`config.mk`:
```
export PLATFORM = sky130hd
export DESIGN_NAME = pcs_scrambler_pipe
export DESIGN_NICKNAME = d
export VERILOG_FILES = /design/src/rtl/pcs_scr_pkg.sv /design/src/rtl/pcs_skid_buf.sv /design/src/rtl/pcs_scrambler_pipe.sv
export SDC_FILE = /design/constraint.sdc
export NUM_CORES = 1
export LEC_CHECK = 0
export BUFFER_PORTS_ARGS = -buffer_cell sky130_fd_sc_hd__buf_2
export CELL_PAD_IN_SITES_DETAIL_PLACEMENT = 0
export CELL_PAD_IN_SITES_GLOBAL_PLACEMENT = 1
export CORE_AREA = 2 2 212 214
export DETAILED_ROUTE_END_ITERATION = 10
export DIE_AREA = 0 0 214 216
export GPL_TIMING_DRIVEN = 0
export PLACE_DENSITY = 0.61
export SYNTH_ARGS = -nofsm -noshare
export SYNTH_HDL_FRONTEND = slang
export SYNTH_SLANG_ARGS = --single-unit
```
`constraint.sdc`:
```
create_clock -name CLK -period 1.6 [get_ports CLK]
set_input_delay 0.16 -clock CLK [delete_from_list [all_inputs] [get_ports CLK]]
set_output_delay 0.16 -clock CLK [all_outputs]
set_load 0.02 [all_outputs]
```
`src/rtl/pcs_scr_pkg.sv`:
```
// Shared constants, types and the bit-serial step function for the 64B/66B
// self-synchronous scrambler (G(x) = 1 + x^39 + x^58).
package pcs_scr_pkg;

  localparam int unsigned LFSR_W = 58;
  localparam int unsigned TAP_A  = 39;
  localparam int unsigned TAP_B  = 58;
  localparam int unsigned MAX_W  = 128;
  localparam logic [LFSR_W-1:0] DEFAULT_SEED = 58'h3FF_FFFF_FFFF_FFFF;

  typedef enum logic {
    SCRAMBLE   = 1'b0,
    DESCRAMBLE = 1'b1
  } scr_mode_e;

  typedef struct packed {
    logic [LFSR_W-1:0] state;
    logic [MAX_W-1:0]  data;
  } scr_res_t;

  // state[k] holds history bit S[k-58]: state[0] is the oldest, state[57] the newest.
  function automatic scr_res_t scr_step(input logic [LFSR_W-1:0] state,
                                        input logic [MAX_W-1:0]  data,
                                        input scr_mode_e         mode,
                                        input int unsigned       width);
    scr_res_t          res;
    logic [LFSR_W-1:0] st;
    logic              o;
    logic              fb;
    st       = state;
    res.data = '0;
    o        = 1'b0;
    fb       = 1'b0;
    for (int unsigned i = 0; i < MAX_W; i++) begin
      if (i < width) begin
        o           = data[i] ^ st[LFSR_W-TAP_A] ^ st[LFSR_W-TAP_B];
        fb          = (mode == DESCRAMBLE) ? data[i] : o;
        res.data[i] = o;
        st          = {fb, st[LFSR_W-1:1]};
      end
    end
    res.state = st;
    return res;
  endfunction

endpackage

```
`src/rtl/pcs_skid_buf.sv`:
```
// Generic two-entry valid/ready buffer: output register plus one skid entry,
// with a registered ready that drops once the skid entry is occupied.
module pcs_skid_buf #(
  parameter int unsigned WIDTH = 66
) (
  input  logic             clk,
  input  logic             rst_n,
  input  logic             in_valid,
  output logic             in_ready,
  input  logic [WIDTH-1:0] in_data,
  output logic             out_valid,
  input  logic             out_ready,
  output logic [WIDTH-1:0] out_data
);

  logic             in_ready_q, in_ready_d;
  logic             out_valid_q, out_valid_d;
  logic             skid_valid_q, skid_valid_d;
  logic [WIDTH-1:0] out_data_q, out_data_d;
  logic [WIDTH-1:0] skid_data_q, skid_data_d;
  logic             push, pop;

  always_comb begin
    out_valid_d  = out_valid_q;
    out_data_d   = out_data_q;
    skid_valid_d = skid_valid_q;
    skid_data_d  = skid_data_q;
    push         = in_valid && in_ready_q;
    pop          = out_valid_q && out_ready;
    if (!out_valid_q || pop) begin
      // Skid entry always drains first so ordering is preserved.
      if (skid_valid_q) begin
        out_valid_d  = 1'b1;
        out_data_d   = skid_data_q;
        skid_valid_d = 1'b0;
      end else begin
        out_valid_d = push;
        if (push) out_data_d = in_data;
      end
    end else if (push) begin
      skid_valid_d = 1'b1;
      skid_data_d  = in_data;
    end
    in_ready_d = !skid_valid_d;
  end

  always_ff @(posedge clk or negedge rst_n) begin
    if (!rst_n) begin
      in_ready_q   <= 1'b0;
      out_valid_q  <= 1'b0;
      skid_valid_q <= 1'b0;
      out_data_q   <= '0;
      skid_data_q  <= '0;
    end else begin
      in_ready_q   <= in_ready_d;
      out_valid_q  <= out_valid_d;
      skid_valid_q <= skid_valid_d;
      out_data_q   <= out_data_d;
      skid_data_q  <= skid_data_d;
    end
  end

  assign in_ready  = in_ready_q;
  assign out_valid = out_valid_q;
  assign out_data  = out_data_q;

endmodule

```
`src/rtl/pcs_scrambler_pipe.sv`:
```
// 64B/66B self-synchronous scrambler/descrambler with bypass, seed reload and
// skid-buffered output. Optional test_mode port under PCS_SCR_TEST_PATTERN_EN.
module pcs_scrambler_pipe
  import pcs_scr_pkg::*;
#(
  parameter int unsigned       DATA_W  = 64,
  parameter int unsigned       MODE    = 0,
  parameter int unsigned       REVERSE = 0,
  parameter logic [LFSR_W-1:0] SEED    = DEFAULT_SEED
) (
  input  logic              CLK,
  input  logic              rst_n,
  input  logic              in_valid,
  output logic              in_ready,
  input  logic [1:0]        in_hdr,
  input  logic [DATA_W-1:0] in_data,
  input  logic              bypass,
  input  logic              seed_load,
`ifdef PCS_SCR_TEST_PATTERN_EN
  input  logic              test_mode,
`endif
  output logic              out_valid,
  input  logic              out_ready,
  output logic [1:0]        out_hdr,
  output logic [DATA_W-1:0] out_data
);

  localparam scr_mode_e   MODE_E = (MODE != 0) ? DESCRAMBLE : SCRAMBLE;
  localparam int unsigned BUF_W  = DATA_W + 2;

  logic [LFSR_W-1:0] state_q, state_d;
  logic [1:0]        hdr_eff;
  logic [DATA_W-1:0] data_eff;
  logic              byp_eff;
  logic [MAX_W-1:0]  wire_d;
  scr_res_t          res;
  logic [DATA_W-1:0] scr_data;
  logic [DATA_W-1:0] proc_data;
  logic [BUF_W-1:0]  buf_in, buf_out;
  logic              accept;

  assign accept = in_valid && in_ready;

  always_comb begin
    hdr_eff  = in_hdr;
    data_eff = in_data;
    byp_eff  = bypass;
`ifdef PCS_SCR_TEST_PATTERN_EN
    if (test_mode && (MODE_E == SCRAMBLE)) begin
      hdr_eff  = 2'b01;
      data_eff = '0;
      byp_eff  = 1'b0;
    end
`endif
    // Reorder into wire order so the step function always walks bit 0 first.
    wire_d = '0;
    for (int unsigned i = 0; i < DATA_W; i++) begin
      wire_d[i] = (REVERSE != 0) ? data_eff[DATA_W-1-i] : data_eff[i];
    end
    res      = scr_step(state_q, wire_d, MODE_E, DATA_W);
    scr_data = '0;
    for (int unsigned i = 0; i < DATA_W; i++) begin
      if (REVERSE != 0) scr_data[DATA_W-1-i] = res.data[i];
      else              scr_data[i]          = res.data[i];
    end
    proc_data = byp_eff ? data_eff : scr_data;
    state_d   = state_q;
    if (accept && !byp_eff) state_d = res.state;
    if (seed_load)          state_d = SEED;
  end

  always_ff @(posedge CLK or negedge rst_n) begin
    if (!rst_n) state_q <= SEED;
    else        state_q <= state_d;
  end

  generate
    if (DATA_W < MAX_W) begin : g_pad
      logic unused_pad;
      assign unused_pad = ^res.data[MAX_W-1:DATA_W];
    end
  endgenerate

  assign buf_in = {hdr_eff, proc_data};

  pcs_skid_buf #(
    .WIDTH(BUF_W)
  ) u_skid (
    .clk      (CLK),
    .rst_n    (rst_n),
    .in_valid (in_valid),
    .in_ready (in_ready),
    .in_data  (buf_in),
    .out_valid(out_valid),
    .out_ready(out_ready),
    .out_data (buf_out)
  );

  assign out_hdr  = buf_out[BUF_W-1:DATA_W];
  assign out_data = buf_out[DATA_W-1:0];

endmodule

```
==> run_results.csv <==
group,metric,value,unit
run_status,outcome,"finished with violations",
run_status,violations,"negative setup slack",
detailed_routing,wl_met3,1510,um
final_layout,area_growth,52.0,%
timing,finalMaxSlewViolations,0,
timing,min_period,1.84,ns
worst_setup_path,worst-path-stages,5,
final_layout,fillers,4400,
yosys,synthTopCellsByArea,"dfrtp_1 (33%), dfstp_2 (15%), xnor2_1 (14%), o21ai_0 (5.6%), mux2_2 (5.1%)",
worst_setup_path,worstSetupPathType,"register to register",
cts,tritoncts,"yes",
cts,cts.sinks,193,
final_layout,drive_gt1_share,52.5,%
cts,clk_path_buf_depth,2,
detailed_routing,wire_per_inst,19.9,um
final_layout,seqCellArea,4900,um^2
timing,setup-violations-final,74,
detailed_routing,wl_met2,19100,um
power_and_ir_drop,power.total,19.5,mW
timing,hold_ws,0.0254,ns
die,initial_core_util,23.7,%
yosys,ys_seq_area_share,47.2,%
placed_design,routabilityCongestion,0.839,
worst_setup_path,critPathMaxStageDelay,0.55,ns
timing,max_freq,542,MHz
worst_setup_path,cp.arrival,2.18,ns
worst_setup_path,worst_setup_path_end_kind,"register",
timing,grt_setup_unrepaired,"yes",
timing,slew_headroom,38.4,%
final_layout,nets,1411,
detailed_routing,maxUsedRoutingLayer,"met5",
detailed_routing,wl,38800,um
final_layout,multi_input_area,7070,um^2
yosys,syn_nets,1119,
cts,insertion_delay,0.46,ns
worst_setup_path,reg2regPathDepth,5,
detailed_routing,drc,0,
worst_setup_path,crit_fanout,3,
yosys,synth_area,10400,um^2
yosys,synth_seq_cells,193,
worst_setup_path,timing.rr.end,"u_skid.out_data[46]$_DFFE_PN0P_",
detailed_routing,ant_nets,0,
timing,hold_viol,0,
flow_run,cap_violations,0,
global_route,antenna_found_initial,5,
power_and_ir_drop,leakagePower,6.91,nW
worst_setup_path,r2r-start,"state_q[7]$_DFFE_PN1P_",
yosys,syn_avg_cell_area,9.92,um^2
worst_hold_path,min_path_type,"input pin to register",
worst_hold_path,min_from,"in_data[40]",
power_and_ir_drop,ir_worst_vdd,0.712,mV
die,die_h,216,um
timing,post-route-period-util,115,%
worst_setup_path,slowest_stage,"dfstp_2",
worst_hold_path,min_to,"state_q[34]$_DFFE_PN1P_",
global_route,grt_pass1_wl,56700,um
yosys,yosysTopAreaCell,"dfrtp_1",
global_route,grt_max_degree,113,
yosys,ys.warnings.count,0,
timing,setup_slack,-0.244,ns
die,die_area,46200,um^2
global_route,globalRouteOverflowTotal,0,
yosys,yosysTopAreaCellShare,32.5,%
timing,fin_skew,0.0129,ns
worst_setup_path,critPathLaunchType,"register",
placed_design,portBuffers,138,
detailed_routing,vias,8815,
die,die_x,214,um
die,core-area,43800,um^2
worst_setup_path,critical_path.cell_chain,"xnor3_2 > xnor2_4 > and3_4 > nor3_4 > o21ai_1",
detailed_routing,route.layer.met1.wl,16900,um
yosys,netlist_instances,1047,
die,ios,140,
worst_setup_path,path_buf_inv,0,
cts,cts_buffers,17,
final_layout,final_cell_mix,"buf_2 (151), dfrtp_1 (133), nand2_1 (113)",
placed_design,dp_hpwl,27800,um
worst_setup_path,ff2ff_setup_slack,-0.24,ns
cts,clk_pin_slew,0.08,ns
worst_setup_path,cpLargestDelayFamily,"XOR/XNOR gates",
timing,worst_pin_slew,0.924,ns
cts,htreeDepth,4,
detailed_routing,drt_iter0_drc,499,
global_route,grt_pass1_vias,8869,
power_and_ir_drop,power.density,1240,nW/um^2
yosys,yosysUniqueCellTypes,32,
detailed_routing,viasPerCell,4.53,
cts,cts-root-buf,"clkbuf_16",
die,placementRows,77,
worst_setup_path,cp.required,1.94,ns
final_layout,final_common_cell,"buf_2",
timing,fin_setup_tns,-7.68,ns
global_route,grt_usage,16.4,%
worst_hold_path,hold-path-cell-count,3,
detailed_routing,dr.pass1.iters,7,
what timing repair did:
item	4_1_cts	5_1_grt
buffers inserted	72	61
gates cloned	0	0
hold endpoints to repair	68	0
setup endpoints to repair	190	148
hold buffers	4	0
gates resized for setup	255	228
pin swaps	119	169
worst min-delay path, delay by kind of cell:
| kind | cells | cell delay [ns] |
|---|---|---|
| xor gates and xnor gates | 1 | 0.13 |
| buffers and inverters | 1 | 0.11 |
| AOI/OAI and AO/OA | 1 | 0.08 |
cells in the mapped netlist:
library cell	count
xnor2_1	166
dfrtp_1	135
o21ai_0	117
nand2_1	113
nor2_1	73
dfstp_2	58
a21oi_1	51
mux2_2	47
a211o_1	41
nor3_1	38
clkbuf_1	36
inv_1	35
buf_2	20
o21ai_1	19
nor2b_1	15
and3_1	12
xnor3_1	12
a211oi_1	6
a21o_1	6
buf_1	6
o21a_1	6
o31ai_1	6
xor2_1	6
xor2_2	6
a211o_2	5
nand2b_1	3
and3_2	2
mux2i_1	2
nand3_1	2
clkbuf_4	1
xnor2_2	1
xnor3_2	1
final cells by class:
cell class                      instances  area share (%)
Clock buffer                           20            2.89
Sequential cell                       193            31.1
Timing Repair Buffer                  274            12.2
Inverter                               35           0.832
Clock inverter                         12           0.927
Buffer                                 62            2.58
Tap cell                              592            4.69
Antenna cell                            3          0.0475
Multi-Input combinational cell        756            44.8
stage by stage:
| stage | util (%) | cell area [um^2] | cells | setup slack (ns) |
|---|---|---|---|---|
| after floorplan | - | 10400 | 1047 | -0.0295 |
| after CTS | 32.8 | 14400 | 1885 | -0.244 |
| final | 36.0 | 15800 | 1947 | -0.244 |
| after detailed placement | 27.1 | 11900 | 1778 | -0.731 |
| after global placement | 27.0 | 11800 | 1777 | -3.05 |
| after global routing | 36.0 | 15800 | 1945 | -0.298 |
worst max path at each step:
| stage | startpoint | endpoint | slack [ns] |
|---|---|---|---|
| floorplan | state_q[16]$_DFFE_PN1P_ | u_skid.out_data[55]$_DFFE_PN0P_ | -0.03 |
| global placement | rst_n | u_skid.out_data[54]$_DFFE_PN0P_ | -3.05 |
| detailed placement | u_skid.out_valid$_DFFE_PN0P_ | u_skid.skid_data_q[38]$_DFFE_PN0P_ | -0.73 |
| CTS | state_q[37]$_DFFE_PN1P_ | u_skid.skid_data_q[57]$_DFFE_PN0P_ | -0.24 |
| global route | state_q[16]$_DFFE_PN1P_ | u_skid.out_data[55]$_DFFE_PN0P_ | -0.30 |
| finish | state_q[7]$_DFFE_PN1P_ | u_skid.out_data[46]$_DFFE_PN0P_ | -0.24 |
metal layers:
layer,up-vias,GRT usage [%]
met2,188,27.2
met3,64,3.44
met1,4437,21.1
met4,4,6.22
li1,4122,-
met5,-,0
sequential cells by signal, summed over array words and instances (netlist names):
name                 count
u_skid.skid_data_q      66
state_q                 58
u_skid.skid_valid_q      1
u_skid.out_valid         1
u_skid.in_ready          1
u_skid.out_data         66
cells by family after synthesis:
family / count (synthesis) / share of synthesized area [%]
buffers and inverters: 98 / 3.82
XOR/XNOR: 192 / 18.4
AND/OR/NAND/NOR: 258 / 10.6
multiplexers: 49 / 5.29
AO/OA/AOI/OAI: 257 / 14.7
flip-flops: 193 / 47.2
where the power goes:
part           switching, mW  internal, mW  total [mW]  leakage, nW
Combinational           4.12          3.78        7.90         4.39
Clock                   2.15          2.44        4.58        0.292
Sequential             0.834          6.23        7.07         2.23
Note: power is estimated with default switching activity, not from simulation.
